==> config.mk <==
export PLATFORM = sky130hd
export DESIGN_NAME = dw_conv3x3
export DESIGN_NICKNAME = d
export VERILOG_FILES = /design/src/rtl/mobilenet_pkg.sv /design/src/rtl/dw_addr_gen.sv /design/src/rtl/dw_conv3x3.sv
export SDC_FILE = /design/constraint.sdc
export NUM_CORES = 2
export LEC_CHECK = 0
export ABC_AREA = 1
export BUFFER_PORTS_ARGS = -buffer_cell sky130_fd_sc_hd__buf_2
export CAP_MARGIN = 20
export CORE_ASPECT_RATIO = 1.5
export CORE_MARGIN = 1
export CORE_UTILIZATION = 52
export DETAILED_ROUTE_END_ITERATION = 10
export PLACE_DENSITY_LB_ADDON = 0.05
export SYNTH_ARGS = -nofsm -noshare
export SYNTH_HDL_FRONTEND = slang
export SYNTH_SLANG_ARGS = --single-unit
==> constraint.sdc <==
create_clock -name clk -period 13.96 [get_ports clk]
set_input_delay 2.792 -clock clk [delete_from_list [all_inputs] [get_ports clk]]
set_output_delay 2.792 -clock clk [all_outputs]
set_load 0.02 [all_outputs]
==> src/rtl/mobilenet_pkg.sv <==
// Shared MobileNet accelerator definitions: default feature-map geometry,
// BRAM word size, the conv/batchnorm state encoding and the output clamp.
package mobilenet_pkg;

  localparam int iFM_R       = 6;
  localparam int iFM_C       = 6;
  localparam int K           = 3;
  localparam int BYTE_OFFSET = 4;

  typedef enum logic [2:0] {
    IDLE  = 3'd0,
    KLOAD = 3'd1,
    MAC   = 3'd2,
    DRAIN = 3'd3,
    WRITE = 3'd4,
    DONE  = 3'd5
  } state_t;

  localparam logic signed [63:0] SAT_MAX = 64'sd2147483647;
  localparam logic signed [63:0] SAT_MIN = -64'sd2147483648;

  // Clamp a 64-bit accumulator into the signed 32-bit output word range.
  function automatic logic [31:0] sat32(input logic signed [63:0] v);
    if (v > SAT_MAX)      return 32'h7FFF_FFFF;
    else if (v < SAT_MIN) return 32'h8000_0000;
    else                  return v[31:0];
  endfunction

endpackage

==> src/rtl/dw_addr_gen.sv <==
// Counter bank for the depthwise conv: kernel-load index n, tap (i,j) and
// output raster (r,c), plus the three BRAM byte addresses derived from them.
module dw_addr_gen #(
  parameter int iFM_R       = 6,
  parameter int iFM_C       = 6,
  parameter int K           = 3,
  parameter int BYTE_OFFSET = 4,
  parameter int CW          = 8
) (
  input  logic                  clk,
  input  logic                  reset,
  input  mobilenet_pkg::state_t state,
  output logic [31:0]           kernel_addr,
  output logic [31:0]           iFM_addr,
  output logic [31:0]           oFM_pix_addr,
  output logic [CW-1:0]         kw_idx,
  output logic [CW-1:0]         tap_idx,
  output logic                  kload_last,
  output logic                  tap_last,
  output logic                  pix_last
);
  localparam int oFM_R = iFM_R - K + 1;
  localparam int oFM_C = iFM_C - K + 1;
  localparam logic [CW-1:0] KK_C  = CW'(K * K);
  localparam logic [CW-1:0] KM1   = CW'(K - 1);
  localparam logic [CW-1:0] ORM1  = CW'(oFM_R - 1);
  localparam logic [CW-1:0] OCM1  = CW'(oFM_C - 1);

  logic [CW-1:0] n, i, j, r, c;

  // Advance whichever counter the current state owns; IDLE rewinds everything.
  always_ff @(posedge clk) begin
    if (!reset) begin
      n <= '0; i <= '0; j <= '0; r <= '0; c <= '0;
    end else begin
      case (state)
        mobilenet_pkg::IDLE: begin
          n <= '0; i <= '0; j <= '0; r <= '0; c <= '0;
        end
        mobilenet_pkg::KLOAD: n <= n + 1'b1;
        mobilenet_pkg::MAC: begin
          if (j == KM1) begin
            j <= '0;
            i <= (i == KM1) ? '0 : i + 1'b1;
          end else begin
            j <= j + 1'b1;
          end
        end
        mobilenet_pkg::WRITE: begin
          if (c == OCM1) begin
            c <= '0;
            r <= r + 1'b1;
          end else begin
            c <= c + 1'b1;
          end
        end
        default: ;
      endcase
    end
  end

  // Addresses are only live in the state that issues them, zero otherwise.
  always_comb begin
    kernel_addr  = '0;
    iFM_addr     = '0;
    if (state == mobilenet_pkg::KLOAD && n < KK_C)
      kernel_addr = 32'(BYTE_OFFSET) * 32'(n);
    if (state == mobilenet_pkg::MAC)
      iFM_addr = 32'(BYTE_OFFSET) *
                 ((32'(r) + 32'(i)) * 32'(iFM_C) + 32'(c) + 32'(j));
    oFM_pix_addr = 32'(BYTE_OFFSET) * (32'(r) * 32'(oFM_C) + 32'(c));
    kw_idx       = n;
    tap_idx      = CW'(32'(i) * 32'(K) + 32'(j));
    kload_last   = (n == KK_C);
    tap_last     = (i == KM1) && (j == KM1);
    pix_last     = (r == ORM1) && (c == OCM1);
  end

endmodule

==> src/rtl/dw_conv3x3.sv <==
// Depthwise KxK convolution over one feature map held in BRAM. Loads the
// kernel once, then per output pixel streams K*K taps through a 64-bit MAC,
// saturates to 32 bits and writes one word to the downstream BRAM.
module dw_conv3x3 #(
  parameter int iFM_R       = mobilenet_pkg::iFM_R,
  parameter int iFM_C       = mobilenet_pkg::iFM_C,
  parameter int K           = mobilenet_pkg::K,
  parameter int BYTE_OFFSET = mobilenet_pkg::BYTE_OFFSET
) (
  input  logic        clk,
  input  logic        reset,
  input  logic [31:0] ps_control,
  output logic [31:0] pl_status,
  output logic [31:0] iFM_addr,
  input  logic [31:0] iFM_rddata,
  output logic [31:0] kernel_addr,
  input  logic [31:0] kernel_rddata,
  output logic [31:0] oFM_addr,
  output logic [31:0] oFM_wrdata,
  output logic [3:0]  oFM_we
);
  import mobilenet_pkg::*;

  localparam int CW = 8;
  localparam int KW = $clog2(K * K);

  state_t               state;
  logic signed [31:0]   weight [K*K];
  logic signed [63:0]   acc, acc_nxt, prod, ext_d, ext_w;
  logic                 tap_vld;
  logic [CW-1:0]        tap_d;
  logic [CW-1:0]        kw_idx, tap_idx;
  logic [31:0]          oFM_pix_addr;
  logic                 kload_last, tap_last, pix_last;
  logic                 unused_ctrl;

  assign unused_ctrl = ^ps_control[31:1];

  dw_addr_gen #(
    .iFM_R(iFM_R), .iFM_C(iFM_C), .K(K), .BYTE_OFFSET(BYTE_OFFSET), .CW(CW)
  ) u_addr (
    .clk(clk), .reset(reset), .state(state),
    .kernel_addr(kernel_addr), .iFM_addr(iFM_addr), .oFM_pix_addr(oFM_pix_addr),
    .kw_idx(kw_idx), .tap_idx(tap_idx),
    .kload_last(kload_last), .tap_last(tap_last), .pix_last(pix_last)
  );

  // Tap returned this cycle times the weight of the address issued last cycle.
  always_comb begin
    ext_d   = {{32{iFM_rddata[31]}}, iFM_rddata};
    ext_w   = {{32{weight[tap_d[KW-1:0]][31]}}, weight[tap_d[KW-1:0]]};
    prod    = ext_d * ext_w;
    acc_nxt = tap_vld ? acc + prod : acc;
  end

  // Control FSM with registered status/write outputs; DRAIN folds the last
  // tap and presents the clamped result so WRITE is a single strobe cycle.
  always_ff @(posedge clk) begin
    if (!reset) begin
      state      <= IDLE;
      acc        <= '0;
      tap_vld    <= 1'b0;
      tap_d      <= '0;
      pl_status  <= '0;
      oFM_addr   <= '0;
      oFM_wrdata <= '0;
      oFM_we     <= 4'h0;
      for (int k = 0; k < K*K; k++) weight[k] <= '0;
    end else begin
      tap_vld <= (state == MAC);
      tap_d   <= tap_idx;
      oFM_we  <= 4'h0;
      case (state)
        IDLE: begin
          pl_status <= '0;
          if (ps_control[0]) state <= KLOAD;
        end
        KLOAD: begin
          if (kw_idx != '0) weight[KW'(kw_idx - 1'b1)] <= kernel_rddata;
          if (kload_last) begin
            acc   <= '0;
            state <= MAC;
          end
        end
        MAC: begin
          acc <= acc_nxt;
          if (tap_last) state <= DRAIN;
        end
        DRAIN: begin
          acc        <= acc_nxt;
          oFM_wrdata <= sat32(acc_nxt);
          oFM_addr   <= oFM_pix_addr;
          oFM_we     <= 4'hF;
          state      <= WRITE;
        end
        WRITE: begin
          acc <= '0;
          if (pix_last) begin
            pl_status <= 32'd1;
            state     <= DONE;
          end else begin
            state <= MAC;
          end
        end
        DONE: begin
          if (!ps_control[0]) begin
            pl_status <= '0;
            state     <= IDLE;
          end
        end
        default: state <= IDLE;
      endcase
    end
  end

endmodule

## Word level (Yosys, flattened, before mapping)

Memories as Yosys holds them, arrays and structs flattened. A register that Yosys moved wholly into a read port is not among the register bits.
Cells that the tools add are included.
Widths: inputs -> output; s select.

- Register bits: 206
- Bits in writable memories: 288
- Input bits: 98
- Output and inout bits: 164
- Logic and storage cells: 101
- Memories kept: 1

- Add/subtract/negate cells: 12
- Multiply operators: 3
- $lt $le $gt $ge: 3
- Equal/unequal tests: 17
- Mux-type cells: 36
- Reduce and logical (&&, ||, !) cells: 17

Memory list:

| name | words | bits a word | read ports | clocked after Yosys merged registers in | write ports | line | text |
|---|---|---|---|---|---|---|---|
| weight | 9 | 32 | 1 | 1 | 9 | dw_conv3x3.sv:28 | `logic signed [31:0] weight [K*K];` |

Operators with widths:

| operator | count |
|---|---|
| $mux 32 | 6 |
| $pmux 64 s3 | 1 |
| $mux 64 | 2 |
| $pmux 32 s3 | 1 |
| $pmux 8 s2 | 5 |
| $add 64x64->64 | 1 |
| $gt 64x32->1 const B | 1 |
| $lt 64x32->1 const B | 1 |
| $mul 32x32->64 | 1 |
| $add 30x8->30 | 2 |
| $add 8x1->8 const B | 5 |
| $mux 8 | 5 |
| $eq 8x2->1 const B | 4 |
| $mul 32x2->29 const B | 1 |
| $reduce_or 32->1 | 1 |
| $pmux 3 s6 | 1 |
| $mux 3 | 5 |
| $mux 4 | 3 |
| $add 10x8->11 | 1 |
| $mux 10 | 1 |
| $ne 2x2->1 const B | 5 |
| $add 8x8->9 | 1 |
| $eq 8x4->1 const B | 1 |
| $lt 8x4->1 const B | 1 |
| other kinds (17) | 32 |

## Longest topological paths before layout

- Word-level depth: 7
- Gate-level depth with buffers: 53
- Depth with buffers taken out: 48

## By module

Synthesis repeated with hierarchy kept, for this count alone.

- Cell total of the unflattened synthesis: 8442
- Area, all modules: 74341.3 µm²

Modules (own cells, without submodules):

| module | instances | cells an instance | area each (µm²) | sequential area each (µm²) |
|---|---|---|---|---|
| dw_conv3x3 | 1 | 7750 | 69492.9 | 18137.4 |
| dw_addr_gen | 1 | 692 | 4848.4 | 800.8 |

## Least setup slack after synthesis

OpenSTA, ideal clock, no wires.

- Path type: input to register
- From: input iFM_rddata[31]
- To: register oFM_wrdata[16]
- Setup time: 68 ps
- Data arrival time: 10895 ps
- Required time: 13892 ps
- Setup slack: 2997 ps
- Stages: 39
- Buffers on the path: 2
- Cell sequence: inv_1 clkbuf_1 nor2_1 inv_1 fa_1 fa_1 inv_1 fa_1 inv_1 fa_1 inv_1 fa_1 fa_1 fa_1 inv_1 fa_1 inv_1 ha_1 [... 3 more ...] inv_1 nand2_1 nor2_1 o21ai_1 nand3_1 nand2_1 nand2_1 nand2_1 nand2_1 nand2_1 nor2_1 nand2_1 nor2_2 nand4_4 a21oi_4 buf_6 nand2_1 a21oi_2

- Word-level cells in the longest chain between the ends: 6
- Elaborated cells on any way between the ends: 7
- Those cells by class: 1 x add/sub; 1 x mul; 2 x order compare; 3 x mux

RTL lines:

| what | line | text |
|---|---|---|
| start, declared | dw_conv3x3.sv:15 | `input logic [31:0] iFM_rddata,` |
| $mul 32x32->64 (*) | dw_conv3x3.sv:52 | `prod = ext_d * ext_w;` |
| $add 64x64->64 (*) | dw_conv3x3.sv:53 | `acc_nxt = tap_vld ? acc + prod : acc;` |
| $mux 64 (*) | dw_conv3x3.sv:53 |  |
| $lt 64x32->1 | mobilenet_pkg.sv:25 | `else if (v < SAT_MIN) return 32'h8000_0000;` |
| $mux 32 | mobilenet_pkg.sv:25 |  |
| $mux 32 (*) | mobilenet_pkg.sv:24 | `if (v > SAT_MAX) return 32'h7FFF_FFFF;` |
| end signal, assigned | dw_conv3x3.sv:91 | `oFM_wrdata <= sat32(acc_nxt);` |
| end, declared | dw_conv3x3.sv:19 | `output logic [31:0] oFM_wrdata,` |

Every way passes the cells marked *; elsewhere a longest branch is shown, timed or not.
A chain may end at the register's enable or synchronous reset.

==> results.md <==
* Cell variety after synth at 52
* Die height at 460 um
* Final setup viols at 0
* Port Buf Inserts at 131
* I/O pins at 262
* Fin crit period at 11.79 ns
* Crit path max fanout at 52
* CTS resizes at 0
* M2 GR Usage at 0.620
* Max clock buf depth at 3
* Post-synth EDFFs at 512
* Die ar. at 141000 um2
* CP required at 14.50 ns
* CP Launch Type: flop
* Routed wire length at 233000 um
* Yosys warns at 0
* First-pass GRT wire length at 349000 um
* GRT Resource Usage Total at 0.337
* Routed vias/inst at 5.38
* Ratio of cells with drive above 1 in the final layout at 0.0566
* Root Buffer: clkbuf_16
* Count leader, synth: inv_1
* Unrepaired setup endpoints after global routing: no
* Iteration-0 DRC Markers at 3078
* Post-Synthesis Cell Area at 72700 um2
* DRC Markers at 0
* Area of the core at 138000 um2
* Slowest-stage cell, CP: inv_2
* Fin nets at 9804
* Pin count of the biggest net entering global routing at 101
* Area contributors post-synth: fa_1 34%, edfxtp_1 21%, inv_1 9.3%, nand2_1 7.6%, nor2_1 5.1%
* # hold bufs at CTS at 0
* FILL cells at 13000
* Final-report hold violation count at 0
* Starting Density at 0.526
* Max_cap viols at 0
* Drt pass-1 iters at 6
* Total setup buffers inserted after CTS at 0
* Post-DP HPWL at 186000 um
* Relative slew slack at 0.231
* CP peak stage delay at 0.78 ns
* Synthesized area per cell at 8.85 um2
* Crit Path Class: flop to flop
* Setup TNS at 0 ns
* Global routing usage on met1 at 0.364
* Cell taking the most area after synthesis: fa_1
* Antenna violations before repair at 12
* Fraction of registers with async set/reset at 0
* Setup Skew at 0.0370 ns
* Worst hold start: oFM_wrdata[21]
* GR peak layer: met2
* Gpl congestion at 0.973
* Status: finished clean
* Global routing usage on met3 at 0.0383
* CTS Buf Count at 61
* Clk Latency, worst-skew pair at 0.68 ns
* CTS H-tree lvls at 2
* Die X at 307 um
* Synth Register Bits at 669
* Row Count at 167
* Actual slew at the worst max-slew pin at 1.15 ns
* Fmax at 84.8 MHz
* # clock sinks at 669
* Ys flop type: edfxtp_1
* Worst EP arrival at 12.32 ns
* Vias in the first global route at 57100
* List of most frequent post-synthesis cells: 1808 x inv_1, 1465 x nand2_1, 1224 x fa_1
* Sequential share of the synthesized area at 0.255
* Max Slew Vio Count at 0
* Syn-to-layout area delta at 6.29%
* Final period util at 0.844
* Post-Synthesis Cells at 8218
* Synth top area share at 0.337
* CTS tree: built
* Via count at 54500
* Grt ovf at 0
* Clock slew at reported path FFs at 0.07 ns
* Worst Hold Class: flop to flop
* DRT antenna net count at 0
* CP Capture Type: flop
* WL/cell at 23.0 um
[registers in the layout, indices dropped and copies added (netlist names), named ones only]
name and cells:
tap_vld 1, oFM_we 1, u_addr.kw_idx 8, u_addr.j 8
u_addr.r 8, state 3, u_addr.c 8, u_addr.i 8
oFM_addr 11, weight 512, pl_status 1, oFM_wrdata 32
acc 64
[cell families after synthesis]
group / synth area share
AOI/OAI and AO/OA: 0.0592
and+or+nand+nor: 0.152
DFF: 0.255
buffers and inverters: 0.126
xor gates and xnor gates: 0.00795
adders and majority gates: 0.383
muxes: 0.0176
other: 0.0000516
[metal layers]
metal / up-vias / wire length [um]
met3: 674 / 10700
met4: 12 / 18200
met1: 27600 / 81000
met5: - / 81
li1: 24500 / -
met2: 1687 / 123000
[per-stage QoR]
stage               setup WS [ns]  instance area [um2]  cells  hold WS (ns)  utilization
detailed placement           1.56                75300  10000         0.453        0.544
global placement             1.57                75200  10000         0.449        0.544
global route                 1.64                77300  10100         0.472        0.559
CTS                          2.27                77200  10100         0.465        0.558
finish                       2.17                77300  10100         0.461        0.559
floorplan                    3.00                73100   8316         0.441            -
[path summary, 6_finish.rpt]
path         slack, ns        endpoint  cells after the start
max               2.17  oFM_wrdata[25]                     43
min               0.46  oFM_wrdata[21]                      2
max reg2reg       2.17  oFM_wrdata[25]                     43
min reg2reg       0.46  oFM_wrdata[21]                      2
[worst max-delay path: cells and delay by family, from the launching register on]
family / cells / cell delay (ns)
adders and majority gates: 9 / 4.66
and+or+nand+nor: 19 / 3.09
buffers and inverters: 12 / 2.86
DFF: 1 / 0.53
AOI/OAI and AO/OA: 3 / 0.43
[final cells by class]
class / count / area, um2 / area share
diodes: 4 / 10.0 / 0.000130
clock inverters: 30 / 299 / 0.00387
repair buffers: 282 / 1880 / 0.0243
inverters: 1877 / 7050 / 0.0912
flip-flops and latches: 669 / 18500 / 0.240
clock buffers: 85 / 1680 / 0.0217
multi-input cells: 5323 / 45500 / 0.589
well taps: 1859 / 2330 / 0.0301
[cell usage in the layout, fill, tap and decap left out, types with 6 or more instances in the layout]
cell,synthesis,routed
edfxtp_1,512,512
fa_1,1224,1224
nand3b_1,8,8
nor3_1,26,26
o21ai_0,247,247
o21bai_1,13,13
clkbuf_16,0,63
inv_2,14,16
nor2_2,24,24
clkinv_2,0,11
nand2_2,8,16
nand2_1,1465,1457
nor2_1,990,982
inv_1,1808,1803
nor2_4,2,10
dfxtp_1,157,153
nand4_1,31,31
xor2_1,47,47
xnor2_1,19,19
buf_4,102,145
nand3_2,5,6
clkbuf_1,294,20
a21oi_2,6,6
o211ai_1,130,130
ha_1,268,268
conb_1,1,99
mux2i_1,128,128
clkinv_1,55,61
buf_2,17,131
o22ai_1,27,27
a21oi_1,320,320
and2_1,6,6
nor4_1,9,9
nand3_1,181,180
Power is not shown: default switching activity piles up to over one toggle a cycle in this logic, so the estimate is an artifact.
